==> src/rtl/temp_uart_pkg.sv <==
`default_nettype none
// ============================================================================
// Module      : temp_uart_pkg
// Description : Shared types and constants for the temperature UART
//               transmitter: FSM state encoding, data width, line idle level,
//               frame lengths for both build options, and a parity helper.
// Macro       : TEMP_UART_TX_PARITY_EN (selects which frame length applies)
// Revision    : 1.0 - initial release
// ============================================================================
package temp_uart_pkg;

  typedef enum logic [2:0] {
    IDLE   = 3'd0,
    START  = 3'd1,
    DATA   = 3'd2,
    PARITY = 3'd3,
    STOP   = 3'd4
  } uart_state_t;

  localparam int   DATA_BITS            = 8;
  localparam logic IDLE_LEVEL           = 1'b1;
  localparam int   FRAME_BITS_NO_PARITY = 10;
  localparam int   FRAME_BITS_PARITY    = 11;

  // Even parity: the parity bit makes the total count of ones even.
  function automatic logic even_parity(input logic [DATA_BITS-1:0] i_data);
    return ^i_data;
  endfunction

endpackage
`default_nettype wire

==> src/rtl/temp_uart_baud.sv <==
`default_nettype none
// ============================================================================
// Module      : temp_uart_baud
// Description : Bit-period counter for the UART transmitter. Counts
//               0..CLKS_PER_BIT-1 and wraps; o_bit_end marks the last cycle
//               of each bit period.
// Ports       : clk       - system clock
//               rst       - synchronous active-high reset
//               i_clr     - synchronous clear, holds the count at 0
//               o_count   - current count within the bit period
//               o_bit_end - high while the count equals CLKS_PER_BIT-1
// Revision    : 1.0 - initial release
// ============================================================================
module temp_uart_baud #(
  parameter int CLKS_PER_BIT = 868,
  parameter int CNT_W        = $clog2(CLKS_PER_BIT)
) (
  input  logic             clk,
  input  logic             rst,
  input  logic             i_clr,
  output logic [CNT_W-1:0] o_count,
  output logic             o_bit_end
);

  localparam logic [CNT_W-1:0] c_last = CNT_W'(CLKS_PER_BIT - 1);

  logic [CNT_W-1:0] r_count;

  always_ff @(posedge clk) begin
    if (rst || i_clr) begin
      r_count <= '0;
    end else if (r_count == c_last) begin
      r_count <= '0;
    end else begin
      r_count <= r_count + 1'b1;
    end
  end

  assign o_count   = r_count;
  assign o_bit_end = (r_count == c_last);

endmodule
`default_nettype wire

==> src/rtl/temp_uart_tx.sv <==
`default_nettype none
// ============================================================================
// Module      : temp_uart_tx
// Description : Sends the registered temperature byte as one UART frame:
//               start bit, 8 data bits LSB first, optional even parity bit,
//               stop bit. Single-cycle Send_T request, Busy_T while a frame
//               is in flight, one-cycle Done_T in the last stop-bit cycle.
// Ports       : Clk_T  - system clock
//               Rst_T  - synchronous active-high reset
//               Dato_T - byte to send, sampled on an accepted request
//               Send_T - transmit request, accepted only while idle
//               Busy_T - frame in progress
//               Done_T - last cycle of the stop bit
//               Tx_T   - serial line, idles high
// Macro       : TEMP_UART_TX_PARITY_EN - inserts the even parity bit
// Revision    : 1.0 - initial release
// ============================================================================
module temp_uart_tx
  import temp_uart_pkg::*;
#(
  parameter int CLKS_PER_BIT = 868
) (
  input  logic                 Clk_T,
  input  logic                 Rst_T,
  input  logic [DATA_BITS-1:0] Dato_T,
  input  logic                 Send_T,
  output logic                 Busy_T,
  output logic                 Done_T,
  output logic                 Tx_T
);

  localparam int                  c_cnt_w    = $clog2(CLKS_PER_BIT);
  localparam int                  c_idx_w    = $clog2(DATA_BITS);
  localparam logic [c_idx_w-1:0]  c_last_bit = c_idx_w'(DATA_BITS - 1);
  // Done is registered, so it is set one count before the final stop cycle.
  localparam logic [c_cnt_w-1:0]  c_done_pre = c_cnt_w'(CLKS_PER_BIT - 2);

  uart_state_t          r_state;
  uart_state_t          w_state_next;
  logic [DATA_BITS-1:0] r_shift;
  logic [DATA_BITS-1:0] w_shift_next;
  logic [c_idx_w-1:0]   r_bit_idx;
  logic [c_idx_w-1:0]   w_bit_idx_next;
  logic [c_cnt_w-1:0]   w_count;
  logic                 w_bit_end;
  logic                 w_tx_next;
  logic                 w_done_next;
  logic                 r_tx;
  logic                 r_busy;
  logic                 r_done;
`ifdef TEMP_UART_TX_PARITY_EN
  logic                 r_parity;
`endif

  // Counter is held at zero while idle, so the start bit always begins at 0.
  temp_uart_baud #(
    .CLKS_PER_BIT (CLKS_PER_BIT),
    .CNT_W        (c_cnt_w)
  ) u_baud (
    .clk       (Clk_T),
    .rst       (Rst_T),
    .i_clr     (r_state == IDLE),
    .o_count   (w_count),
    .o_bit_end (w_bit_end)
  );

  always_ff @(posedge Clk_T) begin
    if (Rst_T) begin
      r_state   <= IDLE;
      r_shift   <= '0;
      r_bit_idx <= '0;
      r_tx      <= IDLE_LEVEL;
      r_busy    <= 1'b0;
      r_done    <= 1'b0;
    end else begin
      r_state   <= w_state_next;
      r_shift   <= w_shift_next;
      r_bit_idx <= w_bit_idx_next;
      r_tx      <= w_tx_next;
      r_busy    <= (w_state_next != IDLE);
      r_done    <= w_done_next;
    end
  end

`ifdef TEMP_UART_TX_PARITY_EN
  always_ff @(posedge Clk_T) begin
    if (Rst_T) begin
      r_parity <= 1'b0;
    end else if (r_state == IDLE && Send_T) begin
      r_parity <= even_parity(Dato_T);
    end
  end
`endif

  always_comb begin
    w_state_next   = r_state;
    w_shift_next   = r_shift;
    w_bit_idx_next = r_bit_idx;
    case (r_state)
      IDLE: begin
        if (Send_T) begin
          w_state_next = START;
          w_shift_next = Dato_T;
        end
      end
      START: begin
        if (w_bit_end) begin
          w_state_next   = DATA;
          w_bit_idx_next = '0;
        end
      end
      DATA: begin
        if (w_bit_end) begin
          w_shift_next = r_shift >> 1;
          if (r_bit_idx == c_last_bit) begin
`ifdef TEMP_UART_TX_PARITY_EN
            w_state_next = PARITY;
`else
            w_state_next = STOP;
`endif
          end else begin
            w_bit_idx_next = r_bit_idx + 1'b1;
          end
        end
      end
`ifdef TEMP_UART_TX_PARITY_EN
      PARITY: begin
        if (w_bit_end) begin
          w_state_next = STOP;
        end
      end
`endif
      STOP: begin
        if (w_bit_end) begin
          w_state_next = IDLE;
        end
      end
      default: begin
        w_state_next = IDLE;
      end
    endcase
  end

  // Line level is registered from the upcoming state so Tx_T lines up with
  // Busy_T on the edge after acceptance.
  always_comb begin
    w_tx_next = IDLE_LEVEL;
    case (w_state_next)
      START:   w_tx_next = 1'b0;
      DATA:    w_tx_next = w_shift_next[0];
`ifdef TEMP_UART_TX_PARITY_EN
      PARITY:  w_tx_next = r_parity;
`endif
      default: w_tx_next = IDLE_LEVEL;
    endcase
  end

  assign w_done_next = (r_state == STOP) && (w_count == c_done_pre);

  assign Tx_T   = r_tx;
  assign Busy_T = r_busy;
  assign Done_T = r_done;

endmodule
`default_nettype wire

==> config.mk <==
export PLATFORM = sky130hd
export DESIGN_NAME = temp_uart_tx
export DESIGN_NICKNAME = d
export VERILOG_FILES = /design/src/rtl/temp_uart_pkg.sv /design/src/rtl/temp_uart_baud.sv /design/src/rtl/temp_uart_tx.sv
export SDC_FILE = /design/constraint.sdc
export NUM_CORES = 1
export LEC_CHECK = 0
export CORE_MARGIN = 1
export CORE_UTILIZATION = 45
export CTS_BUF_LIST = sky130_fd_sc_hd__clkbuf_4 sky130_fd_sc_hd__clkbuf_8
export DETAILED_ROUTE_END_ITERATION = 10
export GPL_TIMING_DRIVEN = 0
export PLACE_DENSITY = 0.65
export SETUP_SLACK_MARGIN = 0.5
export SYNTH_ARGS = -nofsm -noshare
export SYNTH_HDL_FRONTEND = slang
export SYNTH_SLANG_ARGS = --single-unit
==> constraint.sdc <==
create_clock -name Clk_T -period 4.72 [get_ports Clk_T]
set_input_delay 0.472 -clock Clk_T [delete_from_list [all_inputs] [get_ports Clk_T]]
set_output_delay 0.472 -clock Clk_T [all_outputs]
set_load 0.01 [all_outputs]
==> flow_summary_export.csv <==
group,metric,value,unit
logic_synthesis,synth_nets,161,
status,outcome,"finished, final reports clean",
sta,tightest_slew,0.7797,ns
grt,grt.overflow.total,0,
detailed_routing,drtPass1Iterations,4,
place,hpwl,1.810,mm
min_path,hp-class,"in -> reg",
sta,slew_viol_final,0,
grt,first_global_vias,967,
place,port_buffers,12,
finish,fin_nets,178,
floorplanning,initial_core_util,0.4728,
logic_synthesis,synth_seq_area_share,0.4182,
floorplanning,rows,19,
sta,finalHoldViolations,0,
power,power_leakage,0.5259,nW
place,routabilityCongestion,0.7851,
cts,cts-htree-levels,1,
detailed_routing,wl,2.431,mm
flow_run,maxCapViolations,0,
power,p_sw_frac,0.2434,
detailed_routing,viasPerCell,5.425,
power,p_per_area,254.5,nW/µm²
detailed_routing,drc,0,
cts,worstSkewPairLatency,0.33,ns
floorplanning,io_pins,14,
critical_path,critical_path_arrival,2.36,ns
finish,layout_commonest_cell,"dfxtp_1",
power,seq_power_share,0.633,
power,power.internal,0.2852,mW
detailed_routing,drt_iter0_markers,32,
detailed_routing,wl_per_cell,12.60,µm
cts,cts_sinks,27,
floorplanning,die-height,55.59,µm
sta,rsz0062_at_grt,"false",
critical_path,slowest_delay,0.61,ns
floorplanning,dieArea,3090,µm²
sta,fmax,465.5,MHz
sta,period_share,0.4551,
cts,post_cts_buffers,0,
grt,grt_usage,0.1618,
grt,grt_start_max_net_pins,17,
grt,antenna_found_initial,0,
logic_synthesis,yosysWarningCount,0,
detailed_routing,ant_nets,0,
logic_synthesis,synth_edf_count,0,
critical_path,crit_type,"reg -> reg",
detailed_routing,vias,1047,
critical_path,cp-end-kind,"register",
cts,postCtsHoldBufs,0,
sta,maxSlewHeadroom,0.4789,
sta,finalSetupViolations,0,
power,clockPowerShare,0.276,
finish,fillerInstances,271,
cts,clkTransAtPathRegs,0.16,ns
critical_path,cp_slowest_cell,"nor4b_1",
finish,final_cell_mix,"dfxtp_1 (27), nor2_1 (18), nand2_1 (15)",
logic_synthesis,synth_cells,146,
logic_synthesis,synth-seq-cells,27,
cts,numCtsBuffers,3,
logic_synthesis,postSynthAreaPerCell,8.853,µm²
power,p_sw,0.09176,mW
logic_synthesis,yosysUniqueCellTypes,41,
floorplanning,die_width,55.59,µm
power,peakVddDrop,0.0001798,V
critical_path,required,4.93,ns
grt,grt_pass1_wl,4.098,mm
logic_synthesis,synth_area,1292,µm²
finish,synthToLayoutAreaGrowth,14.62,%
critical_path,cp-start-kind,"register",
logic_synthesis,synthArstFlopShare,0,
sta,fin_setup_tns,0,ns
finish,diodes,0,
sta,finalClockSkew,0.01000,ns
critical_path,cp_max_fo,6,
logic_synthesis,synthFlopType,"dfxtp_1",
power,pwr-share-comb,0.091,
floorplanning,core-area,2734,µm²
cts,ctsLongestPathBuffers,2,
sta,fin_crit,2.148,ns
finish,final_layout_size_suffix_gt1_frac,0.1049,
critical_path,crit_chain,"nor4b_1 > nand3_1 > a2bb2oi_1 > a311oi_1 > o221ai_1",
cts,cts_resized,0,
cts,root_buffer,"clkbuf_4",
finish,final_util,0.5419,
cts,tritoncts,"done",
synthesized netlist by cell type, types with 2 or more instances:
library cell,n,area share
dfxtp_1,27,0.42
nor2_1,18,0.052
nand2_1,15,0.044
a21oi_1,11,0.043
nand3_1,9,0.035
a22oi_1,6,0.035
nor3_1,6,0.023
xnor2_1,6,0.041
inv_1,5,0.015
ha_1,4,0.039
o21ai_0,4,0.015
a31oi_1,2,0.0097
buf_2,2,0.0077
nor3b_1,2,0.012
nor4b_1,2,0.014
xor2_1,2,0.014
flip-flops by register name (all words and copies together) (netlist names):
signal / flops
Done_T: 1
u_baud.o_count: 10
Tx_T: 1
Busy_T: 1
r_shift: 8
r_bit_idx: 3
r_state: 3
final timing paths:
| path | from | end | slack, ns | depth (start not counted) |
|---|---|---|---|---|
| max | u_baud.o_count[3] | Tx_T | 2.57 | 5 |
| min | Rst_T | r_shift[7] | 0.38 | 2 |
| max reg2reg | u_baud.o_count[3] | Tx_T | 2.57 | 5 |
| min reg2reg | r_shift[5] | r_shift[5] | 0.47 | 2 |
power groups by stage:
stage | clock network [mW] | registers, mW | logic, mW
after global placement | 0 | 0.243 | 0.0340
final | 0.104 | 0.239 | 0.0345
after global routing | 0.114 | 0.240 | 0.0383
after detailed placement | 0 | 0.244 | 0.0347
after floorplan | 0 | 0.243 | 0.0194
after CTS | 0.108 | 0.239 | 0.0348
kinds of logic after synthesis:
group / Yosys count / share of synthesized area
AO/OA/AOI/OAI: 27 / 0.1317
multiplexers: 1 / 0.007745
adder cells (fa/ha/maj): 4 / 0.03872
buffers and inverters: 11 / 0.05034
AND/OR/NAND/NOR: 68 / 0.2991
XOR/XNOR: 8 / 0.05421
flip-flops: 27 / 0.4182
per-stage QoR:
stage	cell area, µm²	total power, mW	hold WS [ns]	setup WS (ns)	cells
after global routing	1481	0.3918	0.3741	2.437	193
after detailed placement	1451	0.2782	0.4504	2.433	189
final	1481	0.3770	0.3781	2.572	193
after floorplan	1292	0.2629	0.4346	2.971	146
after CTS	1481	0.3816	0.3756	2.614	193
after global placement	1451	0.2775	0.4436	2.473	189
metal layers:
metal | GRT usage | vias to the layer above | share of wire
li1 | - | 551 | -
met2 | 0.2737 | 10 | 0.49
met3 | 0.02791 | 2 | 0.028
met5 | 0 | - | 0
met4 | 0.06429 | 0 | 0.0078
met1 | 0.2047 | 484 | 0.48
worst max-delay path: cells and delay by family, from the launching register on:
| kind | cells | cell delay (ns) |
|---|---|---|
| compound gates | 3 | 0.69 |
| flops | 1 | 0.38 |
| simple gates | 2 | 0.96 |
cell type report:
class / instances / area, µm² / area share
plain buffers: 6 / 46.29 / 0.03125
clock buffers: 3 / 22.52 / 0.01520
clock inverters: 1 / 7.507 / 0.005068
inverters: 5 / 18.77 / 0.01267
multi-input cells: 108 / 686.9 / 0.4637
flip-flops and latches: 27 / 540.5 / 0.3649
well taps: 31 / 38.79 / 0.02618
repair buffers: 12 / 120.1 / 0.08108
Note: power is estimated with default switching activity, not from simulation.
